[src/rtl/uart_pkg.sv]
// Shared UART types and framing constants.
// Used by the transmitter FSM, its interface and the bench.
package uart_pkg;

  typedef enum logic [1:0] {
    IDLE  = 2'd0,
    START = 2'd1,
    DATA  = 2'd2,
    STOP  = 2'd3
  } tx_state_t;

  localparam logic UART_START_BIT = 1'b0;
  localparam logic UART_STOP_BIT  = 1'b1;
  localparam int   UART_DATA_BITS = 8;

endpackage

[src/rtl/uart_tx_if.sv]
// Byte push handshake (valid/ready) plus serial line and status of uart_tx.
// The producer uses master; the transmitter uses slave.
interface uart_tx_if #(
  parameter int FIFO_DEPTH = 4
) ();
  import uart_pkg::*;

  localparam int CW = $clog2(FIFO_DEPTH) + 1;

  logic [UART_DATA_BITS-1:0] data_in;
  logic                      valid;
  logic                      ready;
  logic                      tx;
  logic                      busy;
  logic [CW-1:0]             count;

  modport master (
    output data_in, valid,
    input  ready, tx, busy, count
  );

  modport slave (
    input  data_in, valid,
    output ready, tx, busy, count
  );

endinterface

[src/rtl/uart_tx_sync_fifo.sv]
// Single-clock FIFO, head visible combinationally; one cycle from push to non-empty.
// Pushes while full and pops while empty are dropped internally.
module sync_fifo #(
  parameter int WIDTH = 8,
  parameter int DEPTH = 4
) (
  input  logic                     clk,
  input  logic                     rst,
  input  logic                     i_push,
  input  logic [WIDTH-1:0]         i_push_dat,
  input  logic                     i_pop,
  output logic [WIDTH-1:0]         o_pop_dat,
  output logic                     o_full,
  output logic                     o_empty,
  output logic [$clog2(DEPTH):0]   o_count
);

  localparam int AW = $clog2(DEPTH);
  localparam logic [AW:0] FULL_CNT = (AW+1)'(DEPTH);

  logic [WIDTH-1:0] r_mem [DEPTH];
  logic [AW-1:0]    r_wptr;
  logic [AW-1:0]    r_rptr;
  logic [AW:0]      r_count;
  logic             w_push;
  logic             w_pop;

  assign o_full    = (r_count == FULL_CNT);
  assign o_empty   = (r_count == '0);
  assign o_count   = r_count;
  assign o_pop_dat = r_mem[r_rptr];
  assign w_push    = i_push && !o_full;
  assign w_pop     = i_pop && !o_empty;

  // Depth is a power of two, so pointers wrap by natural overflow.
  always_ff @(posedge clk or negedge rst) begin
    if (!rst) begin
      r_wptr  <= '0;
      r_rptr  <= '0;
      r_count <= '0;
    end else begin
      if (w_push) r_wptr <= r_wptr + AW'(1);
      if (w_pop)  r_rptr <= r_rptr + AW'(1);
      case ({w_push, w_pop})
        2'b10:   r_count <= r_count + (AW+1)'(1);
        2'b01:   r_count <= r_count - (AW+1)'(1);
        default: r_count <= r_count;
      endcase
    end
  end

  always_ff @(posedge clk) begin
    if (w_push) r_mem[r_wptr] <= i_push_dat;
  end

endmodule

[src/rtl/uart_tx.sv]
// 8N1 UART transmitter fed through a small FIFO; tx falls one cycle after an idle accept.
// ready drops only while the FIFO is full; back-to-back frames leave no idle gap.
module uart_tx
  import uart_pkg::*;
#(
  parameter int CLKS_PER_BIT = 10416,
  parameter int FIFO_DEPTH   = 4
) (
  input  logic      clk,
  input  logic      rst,
  uart_tx_if.slave  bus
);

  localparam int CNT_W = $clog2(CLKS_PER_BIT);
  localparam int CW    = $clog2(FIFO_DEPTH) + 1;
  localparam logic [CNT_W-1:0] LAST_CNT = CNT_W'(CLKS_PER_BIT - 1);
  localparam logic [2:0]       LAST_IDX = 3'(UART_DATA_BITS - 1);

  tx_state_t                 r_state;
  tx_state_t                 w_state_nxt;
  logic [CNT_W-1:0]          r_baud;
  logic [CNT_W-1:0]          w_baud_nxt;
  logic [2:0]                r_idx;
  logic [2:0]                w_idx_nxt;
  logic [UART_DATA_BITS-1:0] r_shift;
  logic [UART_DATA_BITS-1:0] w_shift_nxt;
  logic                      r_tx;
  logic                      w_tx_nxt;

  logic                      w_push;
  logic                      w_pop;
  logic                      w_full;
  logic                      w_empty;
  logic                      w_bit_end;
  logic [UART_DATA_BITS-1:0] w_head;
  logic [CW-1:0]             w_count;

  assign w_push    = bus.valid && !w_full;
  assign w_bit_end = (r_baud == LAST_CNT);

  sync_fifo #(
    .WIDTH (UART_DATA_BITS),
    .DEPTH (FIFO_DEPTH)
  ) u_fifo (
    .clk        (clk),
    .rst        (rst),
    .i_push     (w_push),
    .i_push_dat (bus.data_in),
    .i_pop      (w_pop),
    .o_pop_dat  (w_head),
    .o_full     (w_full),
    .o_empty    (w_empty),
    .o_count    (w_count)
  );

  always_ff @(posedge clk or negedge rst) begin
    if (!rst) begin
      r_state <= IDLE;
      r_baud  <= '0;
      r_idx   <= '0;
      r_shift <= '0;
      r_tx    <= UART_STOP_BIT;
    end else begin
      r_state <= w_state_nxt;
      r_baud  <= w_baud_nxt;
      r_idx   <= w_idx_nxt;
      r_shift <= w_shift_nxt;
      r_tx    <= w_tx_nxt;
    end
  end

  always_comb begin
    w_state_nxt = r_state;
    w_baud_nxt  = r_baud + CNT_W'(1);
    w_idx_nxt   = r_idx;
    w_shift_nxt = r_shift;
    w_tx_nxt    = r_tx;
    w_pop       = 1'b0;
    case (r_state)
      IDLE: begin
        w_baud_nxt = '0;
        w_tx_nxt   = UART_STOP_BIT;
        if (!w_empty) begin
          w_pop       = 1'b1;
          w_shift_nxt = w_head;
          w_tx_nxt    = UART_START_BIT;
          w_state_nxt = START;
        end
      end
      START: begin
        if (w_bit_end) begin
          w_baud_nxt  = '0;
          w_idx_nxt   = '0;
          w_tx_nxt    = r_shift[0];
          w_state_nxt = DATA;
        end
      end
      DATA: begin
        if (w_bit_end) begin
          w_baud_nxt = '0;
          if (r_idx == LAST_IDX) begin
            w_tx_nxt    = UART_STOP_BIT;
            w_state_nxt = STOP;
          end else begin
            w_shift_nxt = r_shift >> 1;
            w_tx_nxt    = r_shift[1];
            w_idx_nxt   = r_idx + 3'd1;
          end
        end
      end
      STOP: begin
        // A queued byte starts its frame straight out of the stop bit.
        if (w_bit_end) begin
          w_baud_nxt = '0;
          if (!w_empty) begin
            w_pop       = 1'b1;
            w_shift_nxt = w_head;
            w_tx_nxt    = UART_START_BIT;
            w_state_nxt = START;
          end else begin
            w_state_nxt = IDLE;
          end
        end
      end
      default: begin
        w_state_nxt = IDLE;
        w_tx_nxt    = UART_STOP_BIT;
      end
    endcase
  end

  assign bus.tx    = r_tx;
  assign bus.ready = !w_full;
  assign bus.busy  = (r_state != IDLE) || (w_count != '0);
  assign bus.count = w_count;

endmodule
[src/flat_wrapper.sv]
// flat-port wrapper written by rule: the top's interface ports become plain ports
module uart_tx_flat import uart_pkg::*;
#(
  parameter int CLKS_PER_BIT = 10416,
  parameter int FIFO_DEPTH   = 4
)
  (clk, rst, bus_data_in, bus_valid, bus_ready, bus_tx, bus_busy, bus_count);
  uart_tx_if #(.FIFO_DEPTH(FIFO_DEPTH)) bus_i ();
  input  logic clk;
  input  logic rst;
  input wire logic [$bits(bus_i.data_in)-1:0] bus_data_in;
  input wire logic [$bits(bus_i.valid)-1:0] bus_valid;
  output wire logic [$bits(bus_i.ready)-1:0] bus_ready;
  output wire logic [$bits(bus_i.tx)-1:0] bus_tx;
  output wire logic [$bits(bus_i.busy)-1:0] bus_busy;
  output wire logic [$bits(bus_i.count)-1:0] bus_count;
  assign bus_i.data_in = bus_data_in;
  assign bus_i.valid = bus_valid;
  assign bus_ready = bus_i.ready;
  assign bus_tx = bus_i.tx;
  assign bus_busy = bus_i.busy;
  assign bus_count = bus_i.count;
  uart_tx #(.CLKS_PER_BIT(CLKS_PER_BIT), .FIFO_DEPTH(FIFO_DEPTH)) u_core (.clk(clk), .rst(rst), .bus(bus_i));
endmodule
[config.mk]
export PLATFORM = sky130hd
export DESIGN_NAME = uart_tx_flat
export DESIGN_NICKNAME = d
export VERILOG_FILES = /design/src/rtl/uart_pkg.sv /design/src/rtl/uart_tx_if.sv /design/src/rtl/uart_tx_sync_fifo.sv /design/src/rtl/uart_tx.sv /design/src/flat_wrapper.sv
export SDC_FILE = /design/constraint.sdc
export NUM_CORES = 1
export LEC_CHECK = 0
export CAP_MARGIN = 20
export CORE_MARGIN = 1.5
export CORE_UTILIZATION = 35
export DETAILED_ROUTE_END_ITERATION = 10
export GPL_ROUTABILITY_DRIVEN = 0
export PLACE_DENSITY = 0.6
export SKIP_LAST_GASP = 1
export SLEW_MARGIN = 20
export SYNTH_ARGS = -nofsm -noshare
export SYNTH_HDL_FRONTEND = slang
export SYNTH_SLANG_ARGS = --single-unit
[constraint.sdc]
create_clock -name clk -period 2.59 [get_ports clk]
set_input_delay 0.6475 -clock clk [delete_from_list [all_inputs] [get_ports clk]]
set_output_delay 0.6475 -clock clk [all_outputs]
set_load 0.02 [all_outputs]
# Yosys cells after proc, flatten, opt, wreduce, memory -nomap -nowiden
# Memory sizes are Yosys's and may differ from the RTL's.
# Index checks and enable logic that the tools add are counted.
# W data, S select, Z words.
# op_classes
n_lt_le_gt_ge	0
multipliers	0
shifts	0
bitwise	0
n_mux	31
div_mod_pow	0
add_sub_neg	6
eq_ne	15
reduce_logical	18
# op_table
op	count
$mux W8	4
$pmux W14 S2	1
$pmux W8 S3	1
$add A14 B1 Y14 const B	1
$eq A14 B14 Y1 const B	1
$mux W14	1
$pmux W3 S2	2
$reduce_and A4 Y1	3
$mux W1	11
$mux W2	5
$mux W3	3
$ne A2 B1 Y1 const B	4
$pmux W2 S4	1
$add A3 B1 Y3 const B	2
$eq A2 B2 Y1 const B	3
$eq A3 B3 Y1 const B	2
$ne A2 B2 Y1 const B	3
$reduce_bool A2 Y1	3
$reduce_bool A3 Y1	2
$reduce_and A5 Y1	1
$add A2 B1 Y2 const B	2
$eq A2 B1 Y1 const B	2
$pmux W1 S4	1
$logic_and A1 B1 Y1	3
7 further kinds	8
# totals
out_inout_bits	6
reg_bits	35
n_memories	1
latchBits	0
in_bits	11
ram_bits	32
rom_bits	0
# memory_table
memory	depth	word_bits	read_ports	rd_ports_with_merged_regs	wr	line_no	rtl
u_core.u_fifo.r_mem	4	8	1	0	1	uart_tx_sync_fifo.sv:21	logic [WIDTH-1:0] r_mem [DEPTH];

# Longest topological paths before layout
# logic_depth
depth_word	7
ltp_mapped	11
depth_no_buf	11

# Cells and area by module
# A second synthesis with hierarchy kept.
# hier_totals
hier_cells	236
area_unflattened_um2	3200.6
# by_module_without_submodules
mod	instances	cells_per_inst	seq_area_each_um2	area_each_um2
uart_tx	1	157	701.9	1607.8
sync_fifo	1	79	1136.1	1592.8

# Least setup slack after synthesis
# OpenSTA, ideal clock, no wires.
# synth_path
path_type	flip-flop to flip-flop
startpoint	register u_core.r_baud[0]
endpoint	register u_core.u_fifo.r_count[2] (netlist: u_core.u_fifo.o_count[2])
path_slack_ns	0.220
t_arrival_ns	2.291
required_time_ns	2.510
synth_period_minus_slack_ns	2.370
stages_incl_launch_ff	12
n_path_buf	0
path_cell_list	dfrtp_1 -> ha_1 -> and4_4 -> and4_4 -> a21oi_2 -> nor3_2 -> ha_1 -> inv_1 -> fa_1 -> xor2_1 -> nor2_1 -> xor2_1
# synth_between
elab_chain_cells	6
elab_cells_between_ends	8
cone_classes	eq/ne: 3; mux: 3; reduce/logical: 2
# synth_lines
item	line_no	rtl
start: declaration	uart_tx.sv:21	logic [CNT_W-1:0] r_baud;
start signal: assignment	uart_tx.sv:65	r_baud <= w_baud_nxt;
$eq A14 B14 Y1 *	uart_tx.sv:39	assign w_bit_end = (r_baud == LAST_CNT);
$mux W1 *	uart_tx.sv:113	if (w_bit_end) begin
$pmux W1 S2 *	uart_tx.sv:79	case (r_state)
$logic_and A1 B1 Y1 *	uart_tx_sync_fifo.sv:33	assign w_pop = i_pop && !o_empty;
via u_core.u_fifo.w_pop	uart_tx_sync_fifo.sv:26	logic w_pop;
$eq A2 B1 Y1 or $eq A2 B2 Y1 (tied branches)	uart_tx_sync_fifo.sv:44	case ({w_push, w_pop})
$pmux W3 S2 or $reduce_bool A2 Y1 (tied branches)	--	
end signal: assignment	uart_tx_sync_fifo.sv:45	2'b10: r_count <= r_count + (AW+1)'(1);
end signal: assignment	uart_tx_sync_fifo.sv:46	2'b01: r_count <= r_count - (AW+1)'(1);
end signal: assignment	uart_tx_sync_fifo.sv:47	default: r_count <= r_count;
end: declaration	uart_tx_sync_fifo.sv:24	logic [AW:0] r_count;
# The timed path passes the listed nets; every way through them passes the cells marked *.
# A chain may end at the register's enable or synchronous reset.

# Final worst setup path
# layout_path
startpoint	register u_core.r_state[0]
endpoint	output bus_busy
# layout_between
elab_chain_cells	2
# layout_lines
item	line_no	rtl
start: declaration	uart_tx.sv:19	tx_state_t r_state;
start signal: assignment	uart_tx.sv:64	r_state <= w_state_nxt;
$reduce_bool A2 Y1	uart_tx.sv:134	assign bus.busy = (r_state != IDLE) || (w_count != '0);
$logic_or A1 B1 Y1	uart_tx.sv:134	
end: declaration	flat_wrapper.sv:15	output wire logic [$bits(bus_i.busy)-1:0] bus_busy;
# Every way passes these cells.

==> results.txt <==
Least-Margin Pin Slew - 0.581 ns
depth of the CTS H-tree - 3
drc violations - 0
effective utilization at floorplan - 0.359
TritonCTS sink count - 67
die extent in y - 97.2 µm
arrival time of data at the critical path endpoint - 1.82 ns
via count of the first global-routing pass - 1798
number of buffers created by CTS - 9
area share of the largest cell type after synthesis - 0.310
maximum frequency from static timing analysis - 0.406 GHz
Cell Rows - 34
setup tns final - 0 ns
CTS tree - done
data required time at the worst endpoint - 1.94 ns
max_cap viols - 0
Hold WS - 0.512 ns
CP max-delay cell - clkdlybuf4s50_1
combined area of all synthesized cells - 0.00310 mm²
clock network latency to the later pin of the worst-skew pair - 0.35 ns
leak pwr - 1.45 nW
Crit path largest cell delay - 0.61 ns
worst hold path type - reg -> reg
total die area - 0.00944 mm²
type of the setup path with the least slack - reg -> out
antenna violations before repair - 0
Tot GR Track Use - 0.118
Synth warnings - 0
cells taking the most area after synthesis - edfxtp_1, dfrtp_1, mux4_2, ha_1, xor2_1
area delta synth->final - 17.0%
Gate Count Post-Synth - 236
Synth Register Bits - 67
fraction of final layout cells sized beyond drive strength 1 - 0.179
global route overflow - 0
number of hold violations in the final report - 0
buffers from clock root to sink, at most - 2
per-cell routed wire length - 13.6 µm
max_slew headroom - 0.613
Initial DRT Pass Iterations - 4
I/O pin cnt - 17
total nets after synthesis - 262
category of the worst setup path launch point - register
number of cells after detailed placement - 355
Worst setup EP type - output pin
post-DP HPWL - 3470 µm
Final Util - 0.420
leading cell type in the layout, fill and taps excluded - dfrtp_1
wire length of the first global-routing pass - 8740 µm
number of flops mapped to enable cells by yosys - 32
Vias per Instance - 4.82
number of filler instances in the final layout - 803
per-instance average area after synthesis - 13.2 µm²
CTS root buffer - clkbuf_8
maximum number of pins on one net before global-route repair - 36
power per standard cell area - 752 mW/mm²
largest fanout on the critical path - 5
final critical delay including setup and external delays - 2.46 ns
violation count after the first detailed-route iteration - 127
number of non-filler instances in the completed layout - 376
Die X - 97.2 µm
maximum clock skew at final layout - 0.0123 ns
fin crit share - 0.951
fraction of the yosys area taken by sequential cells - 0.592
number of antenna cells inserted - 0
area leader, netlist - edfxtp_1
number of buffer cells added on primary ports - 16
most used cells in the layout excluding fill and tap cells - dfrtp_1, edfxtp_1, nor2_1
setup repair after global routing missed its margin - no
Core ar. - 0.00864 mm²
main flop type after synthesis - dfrtp_1
Total Nets Final - 289
count of vias placed by the detailed router - 1811
pins over their slew limit - 0
number of nets with antenna violations after routing - 0
clock-pin slew of the registers on the worst-case setup and hold paths - 0.07 ns
final number of setup-violating endpoints - 0
Post-synth ARST share - 0.522
cells traversed along the worst timing path - inv_1, ha_1, nand2_1, clkdlybuf4s50_1
number of distinct library cell variants in the gate-level netlist after synthesis - 44
run status - finished, final reports clean
wire length reported by the detailed router - 5120 µm
maximum vdd ir drop - 0.532 mV
[where the power goes]
part / switching, mW / leakage [nW] / internal [mW] / total [mW]
registers: 0.0631 / 0.729 / 1.27 / 1.33
clock network: 0.427 / 0.106 / 0.548 / 0.974
logic: 0.239 / 0.618 / 0.186 / 0.424
[cell usage after synthesis, types with 6 or more instances]
library cell	instances
dfrtp_1	34
edfxtp_1	32
nor2_1	24
nand2_1	23
ha_1	14
xor2_1	13
inv_1	10
o21ai_0	9
mux4_2	8
a31oi_1	7
and3_1	6
nand3_1	6
[metal layers]
metal	global-route usage	part of all wire	vias up
li1	-	-	903
met2	0.187	0.48	21
met1	0.150	0.48	880
met5	0	0	-
met3	0.0374	0.024	7
met4	0.0502	0.015	0
[state kept, by name (all words and copies together), names as in the netlist]
name	count
u_core.r_shift	8
u_core.r_state	2
u_core.u_fifo.o_count	3
u_core.u_fifo.r_wptr	2
u_core.r_baud	14
u_core.r_idx	3
u_core.u_fifo.r_rptr	2
u_core.u_fifo.r_mem	32
u_core.bus.tx	1
[kinds of logic (layout without fill, tap and decap cells)]
group                    after synthesis  after routing  share of synthesized area
AND/OR/NAND/NOR                       79             79                      0.135
flip-flops                            67             67                      0.592
AO/OA/AOI/OAI                         29             29                     0.0617
XOR/XNOR                              18             18                     0.0508
buffers and inverters                 17             49                     0.0294
adder cells (fa/ha/maj)               15             15                     0.0629
multiplexers                          11             11                     0.0681
[worst paths after layout]
kind,from,endpoint,slack (ns),depth (start not counted)
setup / recovery,u_core.r_state[0],bus_busy,0.13,4
hold / removal,u_core.r_idx[1],u_core.r_idx[1],0.51,2
setup reg to reg,u_core.r_baud[0],u_core.u_fifo.o_count[2],0.14,11
hold reg to reg,u_core.r_idx[1],u_core.r_idx[1],0.51,2
max in group asynchronous,rst,u_core.bus.tx,1.53,2
min in group asynchronous,rst,u_core.u_fifo.o_count[1],0.71,2
[critical path, delay by kind of cell (launching register included)]
kind / cells / cell delay (ns)
buf+inv: 2 / 0.73
flops: 1 / 0.40
fa+ha+maj: 1 / 0.24
simple gates: 1 / 0.11
[timing repair]
item / CTS / global route
setup endpoints to repair: 0 / 1
hold buffers: 0 / 0
buffers inserted: 0 / 5
gates resized for setup: 0 / 3
[through the flow]
| stage | cell area (µm²) | setup slack, ns | total power [mW] |
|---|---|---|---|
| after floorplan | 3100 | 0.220 | 1.59 |
| after global placement | 3360 | 0.108 | 1.77 |
| after detailed placement | 3360 | 0.0328 | 1.78 |
| after CTS | 3590 | 0.00818 | 2.75 |
| after global routing | 3630 | 0.00237 | 2.86 |
| final | 3630 | 0.126 | 2.73 |
[final cells by class]
cell class | count | area, µm² | share of cell area
multi-input cells | 152 | 1180 | 0.326
flip-flops and latches | 67 | 1840 | 0.506
clock inverters | 7 | 101 | 0.0279
repair buffers | 23 | 213 | 0.0586
clock buffers | 9 | 124 | 0.0341
inverters | 10 | 37.5 | 0.0103
well taps | 108 | 135 | 0.0372
Note: power is estimated with default switching activity, not from simulation.
